<file path="src/rtl/burst_pkg.sv">
// Shared types and defaults for the burst tracker and its stall timer.
package burst_pkg;

  typedef enum logic [1:0] {
    ST_IDLE  = 2'd0,
    ST_COUNT = 2'd1,
    ST_HOLD  = 2'd2
  } burst_state_t;

  localparam int TIMEOUT_DEF = 256;

endpackage

</file>
<file path="src/rtl/stall_timer.sv">
// Saturating stall-cycle counter; expired once TIMEOUT_CYCLES-1 idle ticks have been seen.
// Only present when BURST_TRACKER_TIMEOUT_EN is defined.
`ifdef BURST_TRACKER_TIMEOUT_EN
module stall_timer #(
  parameter int LIMIT = 256
) (
  input  logic clk,
  input  logic arst,
  input  logic clear,
  input  logic tick,
  output logic expired
);

  localparam int            CW   = $clog2(LIMIT + 1);
  localparam logic [CW-1:0] LAST = CW'(LIMIT - 1);
  localparam logic [CW-1:0] TOP  = CW'(LIMIT);

  logic [CW-1:0] cnt;

  always_ff @(posedge clk or posedge arst) begin
    if (arst) begin
      cnt <= '0;
    end else if (clear) begin
      cnt <= '0;
    end else if (tick && (cnt != TOP)) begin
      cnt <= cnt + 1'b1;
    end
  end

  assign expired = (cnt >= LAST);

endmodule
`endif

</file>
<file path="src/rtl/burst_tracker.sv">
// Beat counter for one AXI4-Lite transfer against a runtime limit, one-shot or wrap mode.
// Stall timeout is built only when BURST_TRACKER_TIMEOUT_EN is defined.
//
// state    | meaning
// ST_IDLE  | no burst armed; beats are overruns
// ST_COUNT | counting beats toward limit_q
// ST_HOLD  | one-shot burst finished; count held at limit_q
module burst_tracker
  import burst_pkg::*;
#(
  parameter int CNT_W          = 8,
  parameter int TIMEOUT_CYCLES = TIMEOUT_DEF
) (
  input  logic             i_clk,
  input  logic             i_arst,
  input  logic             i_restartn,
  input  logic             i_start,
  input  logic [CNT_W-1:0] i_limit,
  input  logic             i_wrap,
  input  logic             i_run,
  output logic [CNT_W-1:0] o_count,
  output logic             o_busy,
  output logic             o_last,
  output logic             o_done,
  output logic             o_overrun,
  output logic             o_timeout
);

  if (TIMEOUT_CYCLES < 2) begin : g_bad_timeout
    $error("burst_tracker: TIMEOUT_CYCLES must be at least 2");
  end

  burst_state_t     state, state_nxt;
  logic [CNT_W-1:0] count_q, limit_q;
  logic             wrap_q, done_q, overrun_q;
  logic             at_limit, beat;

  assign at_limit = (count_q == limit_q);
  assign beat     = (state == ST_COUNT) && i_run;

  always_ff @(posedge i_clk or posedge i_arst) begin
    if (i_arst) state <= ST_IDLE;
    else        state <= state_nxt;
  end

  always_comb begin
    state_nxt = state;
    if (!i_restartn) begin
      state_nxt = ST_IDLE;
    end else if (i_start) begin
      state_nxt = ST_COUNT;
    end else if (beat && at_limit && !wrap_q) begin
      state_nxt = ST_HOLD;
    end
  end

  // A beat coinciding with i_start belongs to no burst and is dropped silently.
  always_ff @(posedge i_clk or posedge i_arst) begin
    if (i_arst) begin
      count_q   <= '0;
      limit_q   <= '0;
      wrap_q    <= 1'b0;
      done_q    <= 1'b0;
      overrun_q <= 1'b0;
    end else if (!i_restartn) begin
      count_q   <= '0;
      done_q    <= 1'b0;
      overrun_q <= 1'b0;
    end else if (i_start) begin
      count_q <= '0;
      limit_q <= i_limit;
      wrap_q  <= i_wrap;
      done_q  <= 1'b0;
    end else begin
      done_q <= 1'b0;
      if (beat) begin
        if (at_limit) begin
          done_q <= 1'b1;
          if (wrap_q) count_q <= '0;
        end else begin
          count_q <= count_q + 1'b1;
        end
      end else if (i_run) begin
        overrun_q <= 1'b1;
      end
    end
  end

  assign o_count   = count_q;
  assign o_busy    = (state == ST_COUNT);
  assign o_last    = (state == ST_COUNT) && at_limit;
  assign o_done    = done_q;
  assign o_overrun = overrun_q;

`ifdef BURST_TRACKER_TIMEOUT_EN
  logic stall_clear, stall_tick, stall_expired, timeout_q;

  assign stall_tick  = (state == ST_COUNT) && !i_run;
  assign stall_clear = !i_restartn || i_start || (state != ST_COUNT) || i_run;

  stall_timer #(
    .LIMIT (TIMEOUT_CYCLES)
  ) u_stall_timer (
    .clk     (i_clk),
    .arst    (i_arst),
    .clear   (stall_clear),
    .tick    (stall_tick),
    .expired (stall_expired)
  );

  // Sticky across beats; only a new burst or a restart drops it.
  always_ff @(posedge i_clk or posedge i_arst) begin
    if (i_arst) begin
      timeout_q <= 1'b0;
    end else if (!i_restartn || i_start) begin
      timeout_q <= 1'b0;
    end else if (stall_tick && stall_expired) begin
      timeout_q <= 1'b1;
    end
  end

  assign o_timeout = timeout_q;
`else
  assign o_timeout = 1'b0;
`endif

endmodule
</file>
<file path="config.mk">
export PLATFORM = sky130hd
export DESIGN_NAME = burst_tracker
export DESIGN_NICKNAME = d
export VERILOG_FILES = /design/src/rtl/burst_pkg.sv /design/src/rtl/stall_timer.sv /design/src/rtl/burst_tracker.sv
export SDC_FILE = /design/constraint.sdc
export NUM_CORES = 1
export LEC_CHECK = 0
export CAP_MARGIN = 0
export CORE_MARGIN = 4
export CORE_UTILIZATION = 50
export CTS_CLUSTER_DIAMETER = 200
export DETAILED_ROUTE_END_ITERATION = 8
export GPL_ROUTABILITY_DRIVEN = 0
export PLACE_DENSITY = 0.8
export SKIP_LAST_GASP = 1
export SLEW_MARGIN = 10
export SYNTH_ARGS = -nofsm -noshare
export SYNTH_HDL_FRONTEND = slang
export SYNTH_SLANG_ARGS = --single-unit
export TNS_END_PERCENT = 1
</file>
<file path="constraint.sdc">
create_clock -name i_clk -period 3.72 [get_ports i_clk]
set_input_delay 0.372 -clock i_clk [delete_from_list [all_inputs] [get_ports i_clk]]
set_output_delay 0.372 -clock i_clk [all_outputs]
set_load 0.05 [all_outputs]
</file>
==> out/metrics.cfg <==
[yosys]
ys_seq_area_share_pct=40.9
synth_ff_type=dfrtp_1
synth_seq_cells=21
synthTopCellsByCount=21 x dfrtp_1, 9 x mux2_2, 9 x nand2_1, 6 x a31oi_1, 6 x nand4b_1
ys_async_sr_fraction_pct=100
syn-num-nets=137
synth_compound_area_share_pct=12.3
synth_top_area_share_pct=40.9
synth_top_family_by_area=simple AND/OR/NAND/NOR gates
avgSynthCellArea_um2=10.5
yosys.area_share.adder_pct=0.975
synth_xor_area_share_pct=7.80
netlist_instances=122
synth_edf_count=0
syn_area_um2=1280
synth_simple_gate_area_share_pct=24.6
synthMuxAreaShare_pct=7.89
synth_area_leaders=dfrtp_1 41%, mux2_2 7.9%, xnor2_2 5.1%, nand4b_1 4.1%, a31oi_1 2.9%
ys_types=39
synth_warnings=0
synth_area_leader_cell=dfrtp_1
post-synth-top-count-cell=dfrtp_1

[power]
clkPwrFrac_pct=23.4
swShare_pct=28.9
p_int_w=0.000335
p_sw_w=0.000137
leakage_nw=0.573
p_seq_share_pct=55.5
max-vdd-ir-drop_mv=0.246
power.density_nw_per_um2=308
pwr-share-comb_pct=21.1
finalPower_w=0.000472

[place]
portBuffers=25
post-place-ws_ns=1.23
dpl.hpwl_um=2020

[clock_tree]
cts_hold_buf=0
h-tree-depth=1
clk_pin_slew_worst_paths_ns=0.11
post_cts_resized=0
cts_setup_buffers=0
clk_path_buf_depth=2
cts_tree=built
cts_buffers=3
clock_latency_ns=0.30
clock_sinks=21
root_buffer=clkbuf_4

[die]
die_w_um=58.7
dieArea_um2=3440
ioPinCount=27
die_y_um=58.7
start_util_pct=52.3
core-area_um2=2450
fp-row-count=18

[route]
viasPerCell=6.19
finalWirelength_um=2810
drt_pre_antenna_iters=4
drt_iter0_markers=21
vias=1052
wire_per_inst_um=16.5
ant_nets=0
drc_errors=0

[worst_setup_path]
cp-end-kind=output port
crit_type=flop to output port
cp.required_ns=3.35
critical_path.max_stage_delay_ns=0.81
slowest_stage=clkdlybuf4s50_1
cp_top_family=buffers and inverters
arrival_ns=2.49
rr_startpoint=o_count[1]
worstPathCellList=xnor2_1 > and4_1 > and3_1 > clkdlybuf4s50_1
critPathMaxFanout=8
r2r_setup_slack_ns=2.13
crit_buf_inv=1
critPathLaunchType=flop
worstReg2RegEnd=o_count[3]
reg2reg_depth=4
cp_num_cells=4
crit_path_end=o_last
worstSetupStartpoint=o_count[1]

[timing]
setup_viol=0
min_period_over_period_pct=77.1
fin_tns_setup_ns=0
timing.final.hold_violations=0
worstMarginPinSlew_ns=0.780
fin_skew_ns=0.00105
fmax_mhz=349
slew_headroom_pct=47.9
rsz0062_at_grt=no
final-max-slew-violation-count=0
period_needed_ns=2.87
hold_slack_ns=0.497
setup_ws_ns=0.853

[layout]
n_antenna_cell=0
fill_cells=200
nets=156
drive_gt1_share_pct=15.7
area_growth_pct=19.5

[global_route]
grt_pass1_wl_um=4710
grt.total_usage_pct=17.9
grt.overflow.total=0
grt_max_degree=22
grt_pass1_vias=1035
antenna_found_initial=0

[flow_run]
drv_cap=0

[hold_path]
hold_class=primary input to asynchronous set/reset pin

[run_status]
status=finished clean

[worst register-to-register path, cell delays in order (launching register included)]
cell and delay [ns]:
dfrtp_1 0.47, xnor2_1 0.29, nand4_2 0.31, o221ai_1 0.28
o211ai_1 0.13
[cell families after synthesis]
family                     Yosys count
and+or+nand+nor                     47
AOI/OAI and AO/OA                   23
DFF                                 21
buffers and inverters               12
muxes                                9
xor gates and xnor gates             8
adders and majority gates            1
other                                1
[per-layer routing]
metal  track usage (%)  part of all wire (%)
met5                 0                     0
met4              7.77                   1.6
met3              2.85                   5.9
met2              29.2                    50
met1              23.5                    43
[state kept, by name, indices dropped and copies added (netlist names)]
register / count
limit_q: 8
o_count: 8
wrap_q: 1
o_overrun: 1
state: 2
o_done: 1
[through the flow]
step                      cell area [µm²]  util [%]  instances
after floorplan                      1280         -        122
after global routing                 1530      62.5        170
after global placement               1510      61.4        166
after CTS                            1530      62.5        170
after detailed placement             1510      61.4        166
final                                1530      62.5        170
[power by group through the flow]
| stage | logic (W) | registers (W) | clock network [W] |
|---|---|---|---|
| global route | 0.000108 | 0.000264 | 0.000125 |
| detailed placement | 0.0000992 | 0.000267 | 0 |
| global placement | 0.0000958 | 0.000266 | 0 |
| finish | 0.0000997 | 0.000262 | 0.000110 |
| floorplan | 0.0000718 | 0.000264 | 0 |
| CTS | 0.000100 | 0.000262 | 0.000113 |
[layout by cell type, fill, tap and decap left out, drive strengths merged, types with 4 or more instances in the layout]
cell,synthesis,routed
mux2,9,9
nand2,10,10
nor3,4,4
clkbuf,3,4
nand3,4,4
o22ai,4,4
a31oi,6,6
o21a,4,4
nand4b,6,6
clkdlybuf4s50,0,25
dfrtp,21,21
xnor2,8,8
[how the worst min path moves through the flow]
stage                       endpoint  slack (ns)  cells after the start
final                     limit_q[7]        0.50                      2
after CTS                  o_overrun        0.51                      1
after global placement     o_overrun        0.48                      1
after floorplan           limit_q[0]        0.35                      1
after global routing       o_overrun        0.52                      1
after detailed placement   o_overrun        0.48                      1
[cell type report]
type | instances | area [µm²] | area share, %
Inverter | 1 | 3.75 | 0.245
Multi-Input combinational cell | 89 | 691 | 45.0
Timing Repair Buffer | 25 | 250 | 16.3
Clock buffer | 4 | 26.3 | 1.71
Sequential cell | 21 | 526 | 34.3
Tap cell | 30 | 37.5 | 2.45
Power figures use the tool's default switching activity.
